File: config.mk
export PLATFORM = sky130hd
export DESIGN_NAME = booth_ctrl
export DESIGN_NICKNAME = d
export VERILOG_FILES = /design/src/rtl/booth_pkg.sv /design/src/rtl/booth_iter_cnt.sv /design/src/rtl/booth_ctrl.sv
export SDC_FILE = /design/constraint.sdc
export NUM_CORES = 1
export LEC_CHECK = 0
export CAP_MARGIN = 5
export CORE_MARGIN = 2
export CORE_UTILIZATION = 28
export CTS_BUF_LIST = sky130_fd_sc_hd__clkbuf_8 sky130_fd_sc_hd__clkbuf_16
export DETAILED_ROUTE_END_ITERATION = 10
export HOLD_SLACK_MARGIN = 0.12
export MAX_ROUTING_LAYER = met4
export PLACE_DENSITY = 0.54
export SYNTH_ARGS = -nofsm -noshare
export SYNTH_HDL_FRONTEND = slang
export SYNTH_SLANG_ARGS = --single-unit
File: constraint.sdc
create_clock -name clk -period 1.8 [get_ports clk]
set_input_delay 0.36 -clock clk [delete_from_list [all_inputs] [get_ports clk]]
set_output_delay 0.36 -clock clk [all_outputs]
set_load 0.005 [all_outputs]
File: src/rtl/booth_pkg.sv
// Shared types and constants for the radix-2 Booth multiplier controller.
package booth_pkg;

    typedef enum logic [2:0] {
        IDLE   = 3'b000,
        LOAD_M = 3'b001,
        LOAD_Q = 3'b010,
        CHECK  = 3'b011,
        ADD    = 3'b100,
        SUB    = 3'b101,
        SHIFT  = 3'b110,
        DONE   = 3'b111
    } state_t;

    localparam logic OP_ADD = 1'b0;
    localparam logic OP_SUB = 1'b1;

    // {Q[0], Q[-1]} pairs that need an ALU step before the shift.
    localparam logic [1:0] PAIR_SUB = 2'b10;
    localparam logic [1:0] PAIR_ADD = 2'b01;

endpackage

File: src/rtl/booth_iter_cnt.sv
// Loadable down-counter tracking the remaining Booth iterations.
module booth_iter_cnt #(
    parameter int WIDTH = 8,
    localparam int CNT_W = $clog2(WIDTH + 1)
) (
    input  logic             clk,
    input  logic             rst,
    input  logic             load,
    input  logic             dec,
    output logic [CNT_W-1:0] count,
    output logic             last
);

    logic [CNT_W-1:0] count_reg;
    logic [CNT_W-1:0] count_next;

    // Decrement is saturated at zero so a stray dec can never wrap.
    always_comb begin
        count_next = count_reg;
        if (load) begin
            count_next = CNT_W'(WIDTH);
        end else if (dec && (count_reg != '0)) begin
            count_next = count_reg - CNT_W'(1);
        end
    end

    always_ff @(posedge clk) begin
        if (rst) begin
            count_reg <= '0;
        end else begin
            count_reg <= count_next;
        end
    end

    assign count = count_reg;
    assign last  = (count_reg == CNT_W'(1));

endmodule

File: src/rtl/booth_ctrl.sv
// Control FSM for a radix-2 Booth signed multiplier datapath.
// Optional start-while-busy error flag: define BOOTH_CTRL_START_ERR_EN.
module booth_ctrl
    import booth_pkg::*;
#(
    parameter int WIDTH = 8,
    localparam int CNT_W = $clog2(WIDTH + 1)
) (
    input  logic clk,
    input  logic rst,
    input  logic start,
    input  logic q0,
    input  logic qm1,
    output logic ldm,
    output logic ldq,
    output logic clra,
    output logic clrqm1,
    output logic lda,
    output logic addsub,
    output logic shift,
    output logic busy,
`ifdef BOOTH_CTRL_START_ERR_EN
    output logic start_err,
`endif
    output logic done
);

    state_t           state_reg;
    state_t           state_next;
    logic [CNT_W-1:0] iter_count;
    logic             iter_last;
    logic             cnt_load;
    logic             cnt_dec;

    booth_iter_cnt #(
        .WIDTH (WIDTH)
    ) u_iter_cnt (
        .clk   (clk),
        .rst   (rst),
        .load  (cnt_load),
        .dec   (cnt_dec),
        .count (iter_count),
        .last  (iter_last)
    );

    always_ff @(posedge clk) begin
        if (rst) begin
            state_reg <= IDLE;
        end else begin
            state_reg <= state_next;
        end
    end

    always_comb begin
        state_next = IDLE;
        case (state_reg)
            IDLE:    state_next = start ? LOAD_M : IDLE;
            LOAD_M:  state_next = LOAD_Q;
            LOAD_Q:  state_next = CHECK;
            CHECK: begin
                case ({q0, qm1})
                    PAIR_SUB: state_next = SUB;
                    PAIR_ADD: state_next = ADD;
                    default:  state_next = SHIFT;
                endcase
            end
            ADD:     state_next = SHIFT;
            SUB:     state_next = SHIFT;
            // A zero count here means the counter was corrupted; abandon the operation.
            SHIFT: begin
                if (iter_last) begin
                    state_next = DONE;
                end else if (iter_count == '0) begin
                    state_next = IDLE;
                end else begin
                    state_next = CHECK;
                end
            end
            DONE:    state_next = start ? LOAD_M : DONE;
            default: state_next = IDLE;
        endcase
    end

    always_comb begin
        ldm      = 1'b0;
        ldq      = 1'b0;
        clra     = 1'b0;
        clrqm1   = 1'b0;
        lda      = 1'b0;
        addsub   = OP_ADD;
        shift    = 1'b0;
        busy     = 1'b0;
        done     = 1'b0;
        cnt_load = 1'b0;
        cnt_dec  = 1'b0;
        case (state_reg)
            LOAD_M: begin
                ldm      = 1'b1;
                busy     = 1'b1;
                cnt_load = 1'b1;
            end
            LOAD_Q: begin
                ldq    = 1'b1;
                clra   = 1'b1;
                clrqm1 = 1'b1;
                busy   = 1'b1;
            end
            CHECK:   busy = 1'b1;
            ADD: begin
                lda    = 1'b1;
                addsub = OP_ADD;
                busy   = 1'b1;
            end
            SUB: begin
                lda    = 1'b1;
                addsub = OP_SUB;
                busy   = 1'b1;
            end
            SHIFT: begin
                shift   = 1'b1;
                busy    = 1'b1;
                cnt_dec = 1'b1;
            end
            DONE:    done = 1'b1;
            default: ;
        endcase
    end

`ifdef BOOTH_CTRL_START_ERR_EN
    logic start_err_reg;
    logic start_accept;

    assign start_accept = start && ((state_reg == IDLE) || (state_reg == DONE));

    // Set and clear are mutually exclusive: clear happens only outside busy states.
    always_ff @(posedge clk) begin
        if (rst) begin
            start_err_reg <= 1'b0;
        end else if (start && busy) begin
            start_err_reg <= 1'b1;
        end else if (start_accept) begin
            start_err_reg <= 1'b0;
        end
    end

    assign start_err = start_err_reg;
`endif

endmodule
==> results of run 1 <==
[what timing repair did]
item / 4_1_cts / 5_1_grt
resized for setup: 23 / 3
buffers inserted: 0 / 0
pin swaps: 3 / 0
setup endpoints to repair: 9 / 2
[cells in the final DEF, fill, tap and decap left out, drive strengths merged, types with 2 or more instances in the layout]
cell,count
o21a,2
nor2b,2
buf,8
nand4,2
nand2,2
ha,8
dfxtp,7
clkdlybuf4s50,4
or3,2
o21ai,4
and2,2
clkbuf,3
nand2b,2
a21oi,5
dlygate4sd2,8
inv,12
nor2,3
[logic make-up after synthesis]
| logic type | synth area share |
|---|---|
| compound gates | 0.264 |
| fa+ha+maj | 0.182 |
| buf+inv | 0.111 |
| simple gates | 0.189 |
| flops | 0.255 |
[metal layers]
metal	global-route usage	wire length [microns]	vias up
li1	-	-	276
met1	0.129	547	232
met4	0.0286	0	0
met3	0.0648	72	0
met5	-	0	-
met2	0.199	596	9
[report_power, final]
part           internal, mW  switching (mW)  leakage (nW)
Sequential            0.164          0.0103        0.0583
Combinational        0.0749          0.0611         0.311
Clock                 0.148          0.0700        0.0269
[worst max-delay path, stage by stage (launching register included)]
cell and delay (ps):
dfxtp_4 370, inv_4 50, ha_4 230, a211o_1 250, dlygate4sd2_1 260
[worst max path at each step]
stage,startpoint,endpoint,slack [ps],cells after the start
after floorplan,state_reg[0],u_iter_cnt.count[2],380,5
after global placement,state_reg[0],busy,50,4
after detailed placement,state_reg[0],ldq,30,5
after CTS,state_reg[0],shift,5,5
after global routing,state_reg[0],busy,10,4
final,state_reg[1],busy,50,4
[through the flow]
| step | total power [mW] | std cells |
|---|---|---|
| finish | 0.527 | 115 |
| global route | 0.557 | 115 |
| CTS | 0.532 | 115 |
| detailed placement | 0.294 | 111 |
| global placement | 0.294 | 111 |
| floorplan | 0.235 | 66 |
[cell type report]
cell class / instances / area [sq um]
Fill cell: 193 / 1050
Inverter: 11 / 46.3
Clock inverter: 1 / 3.75
Multi-Input combinational cell: 45 / 399
Clock buffer: 3 / 41.3
Tap cell: 27 / 33.8
Sequential cell: 7 / 148
Timing Repair Buffer: 21 / 183
==> results.json, run 1 <==
{
  "cts_sinks": 7,
  "hold_viol_final": 0,
  "grt-ovfl-total": 0,
  "ys.flop_type": "dfxtp_1",
  "syn_area_sq_um": 551,
  "hold_end": "u_iter_cnt.count[3]",
  "synth-edff-count": 0,
  "rows": 16,
  "worstPathMaxFanout": 3,
  "wirelength_mm": 1.22,
  "ys_top_cells_by_area": "dfxtp_1 25%, ha_1 18%, inv_1 7.5%",
  "grt_pass1_wl_mm": 2.14,
  "nets": 102,
  "n_antenna_cell": 0,
  "hpwl_microns": 941,
  "outcome": "finished, final reports clean",
  "clk_latency_ps": 230,
  "setup_viol": 0,
  "route.vias.total": 517,
  "reg2reg_to": "state_reg[1]",
  "fin_ws_ps": 48.7,
  "ys_seq_elements": 7,
  "die_x_microns": 48.3,
  "io_pins": 14,
  "p_leak_nw": 0.396,
  "fin_tns_setup_ps": 0,
  "drive_above_1_share": 0.273,
  "grt_antenna_before_repair": 0,
  "p_per_area_nw_per_um2": 617,
  "first_pass_iters": 3,
  "grtUsageTotal": 0.121,
  "cp-end-kind": "primary output",
  "required_ps": 1440,
  "largest_reg_flops": 4,
  "final_area_sq_um": 855,
  "drt_iter0_markers": 6,
  "ir_drop_v": 0.000386,
  "max_freq_mhz": 571,
  "criticalPathCategory": "reg -> out",
  "cp.arrival_ps": 1390,
  "yosys_warnings": 0,
  "fin_crit_ps": 1750,
  "async_flop_share": 0,
  "syn_nets": 79,
  "synth_cell_types": 27,
  "grt_max_degree": 11,
  "cap_violations": 0,
  "post-place-ws_ps": 31.9,
  "hold_path_depth": 2,
  "die_area_sq_um": 2340,
  "skew_ps": 4.97,
  "drc": 0,
  "htreeDepth": 1,
  "min-delay-start": "u_iter_cnt.count[3]",
  "worstHoldPathType": "reg -> reg",
  "holdWs_ps": 511,
  "cts-root-buf": "clkbuf_8",
  "ff2ff_setup_slack_ps": 220,
  "syn-mean-instance-area_sq_um": 8.34,
  "path_clk_slew_ps": 40,
  "synthCells": 66,
  "period_share": 0.973,
  "rsz0062_at_grt": "false",
  "cts_hold_buf": 0,
  "cts_tree": "done",
  "final_util": 0.449,
  "start_kind": "register",
  "yosysTopAreaCellShare": 0.255,
  "initial_core_util": 0.289,
  "io_buffer_count": 13,
  "slew-limit-headroom": 0.613,
  "die_h_microns": 48.3,
  "postPlaceCellArea_sq_um": 754,
  "areaGrowthSynthToFinish_pct": 55.2,
  "synth_most_common_cell": "inv_1",
  "grt_pass1_vias": 511,
  "tightest_slew_ps": 579,
  "numCtsBuffers": 3,
  "reg2reg_from": "u_iter_cnt.count[0]",
  "routabilityCongestion": 0.796,
  "synth_commonest_cells": "11 x inv_1, 8 x ha_1, 7 x dfxtp_1, 5 x a21oi_1, 4 x o21ai_0",
  "synth_area_leader_cell": "dfxtp_1",
  "r2r_cells": 5,
  "routedWlPerCell_microns": 10.6,
  "clk_path_buf_depth": 2,
  "vias_per_cell": 4.50,
  "slew_violations": 0,
  "core_area_sq_um": 1900,
  "final_antenna_net_count": 0,
  "yosysSeqAreaShare": 0.255
}
Power figures use the tool's default switching activity.
==> run 2, diff against run 1 <==
Settings changed: SETUP_SLACK_MARGIN from default to 0.1.
==> run 2 against run 1 <==
- wire length increased by 5.9%
- clock-buffer cell count is the same
- die area unchanged
- worst setup slack better by 120 ps
- flip-flop and latch count stayed put
- critical path depth unchanged
- clock power barely moved
- maximum frequency grew 7.2%
- hold slack improved by 13 ps
- critical path type unchanged
- largest cell class unchanged
==> results.json, run 2 (synthesized netlist as in run 1, its figures left out) <==
{
  "outcome": "finished, final reports clean",
  "fin_tns_setup_ps": 0,
  "ff2ff_setup_slack_ps": 260,
  "tightest_slew_ps": 310,
  "ir_drop_v": 0.000384,
  "final_antenna_net_count": 0,
  "grt_pass1_vias": 518,
  "clk_latency_ps": 230,
  "startpoint": "state_reg[0]",
  "drc": 0,
  "routabilityCongestion": 0.796,
  "r2r_cells": 7,
  "nets": 103,
  "slew_violations": 0,
  "rows": 16,
  "io_pins": 14,
  "max_freq_mhz": 612,
  "reg2reg_to": "state_reg[0]",
  "hold_path_depth": 2,
  "p_leak_nw": 0.386,
  "htreeDepth": 1,
  "setup_viol": 0,
  "cap_violations": 0,
  "p_per_area_nw_per_um2": 612,
  "min-delay-start": "u_iter_cnt.count[1]",
  "first_pass_iters": 4,
  "worstHoldPathType": "reg -> reg",
  "slew-limit-headroom": 0.792,
  "hpwl_microns": 941,
  "drt_iter0_markers": 13,
  "route.vias.total": 526,
  "grtUsageTotal": 0.124,
  "cp.arrival_ps": 1270,
  "reg2reg_from": "state_reg[1]",
  "skew_ps": 6.05,
  "grt_antenna_before_repair": 0,
  "clk_path_buf_depth": 2,
  "grt_pass1_wl_mm": 2.19,
  "cp-end-kind": "primary output",
  "final_cell_mix": "10 x inv_1, 8 x buf_4, 7 x dlygate4sd2_1, 5 x a21oi_1, 5 x dfxtp_1",
  "numCtsBuffers": 3,
  "rsz0062_at_grt": "false",
  "hold_end": "u_iter_cnt.count[1]",
  "die_x_microns": 48.3,
  "die_h_microns": 48.3,
  "grt-ovfl-total": 0,
  "fin_crit_ps": 1630,
  "worstPathMaxFanout": 5,
  "grt_max_degree": 11,
  "hold_viol_final": 0,
  "cts-root-buf": "clkbuf_8",
  "n_antenna_cell": 0,
  "largest_reg_flops": 4,
  "path_clk_slew_ps": 40,
  "period_share": 0.907,
  "initial_core_util": 0.289,
  "criticalPathCategory": "reg -> out",
  "vias_per_cell": 4.53,
  "layout_commonest_cell": "inv_1",
  "die_area_sq_um": 2340,
  "io_buffer_count": 13,
  "holdWs_ps": 523,
  "wirelength_mm": 1.29,
  "areaGrowthSynthToFinish_pct": 60.0,
  "cts_tree": "done",
  "cts_hold_buf": 0,
  "core_area_sq_um": 1900,
  "drive_above_1_share": 0.315,
  "cts_sinks": 7,
  "routedWlPerCell_microns": 11.1,
  "required_ps": 1440,
  "start_kind": "register"
}
run 2: through the flow:
step | setup slack (ps) | cell area (sq um) | utilization | std cells | total power [mW]
floorplan | 382 | 551 | - | 66 | 0.235
global placement | 47.5 | 754 | 0.397 | 111 | 0.294
detailed placement | 31.9 | 754 | 0.397 | 111 | 0.294
CTS | 95.3 | 856 | 0.450 | 115 | 0.535
global route | 130 | 881 | 0.463 | 116 | 0.568
finish | 167 | 881 | 0.463 | 116 | 0.539
run 2: repair_timing:
action | in CTS | in global routing
resized for setup | 28 | 5
setup buffers | 0 | 1
endpoints found under the hold margin | 0 | 0
setup endpoints to repair | 9 | 5
pin swaps | 3 | 1
run 2: area by class of cell:
cell class / instances / area [sq um]
Clock buffer: 3 / 41.3
Fill cell: 194 / 1020
Inverter: 11 / 46.3
Tap cell: 27 / 33.8
Multi-Input combinational cell: 45 / 420
Sequential cell: 7 / 148
Timing Repair Buffer: 22 / 188
Clock inverter: 1 / 3.75
run 2: critical path, cell delays in order, from the launching register on:
cell and delay (ps):
dfxtp_4 370, ha_4 160, buf_6 120, and2_1 140, dlygate4sd2_1 250
run 2: metal layers:
metal	track usage	share of wire
met4	0.0286	0
met2	0.201	0.49
met1	0.135	0.46
met3	0.0648	0.052
met5	-	0
run 2: worst max path at each step:
| stage | to | slack (ps) | cells past startpoint |
|---|---|---|---|
| floorplan | u_iter_cnt.count[2] | 380 | 5 |
| global placement | busy | 50 | 4 |
| detailed placement | ldq | 30 | 5 |
| CTS | busy | 100 | 4 |
| global route | done | 130 | 4 |
| finish | done | 170 | 4 |
run 2: where the power goes:
part / leakage, nW / internal (mW) / total [mW] / switching, mW
Sequential: 0.0583 / 0.164 / 0.177 / 0.0131
Clock: 0.0269 / 0.148 / 0.217 / 0.0699
Combinational: 0.301 / 0.0802 / 0.145 / 0.0649
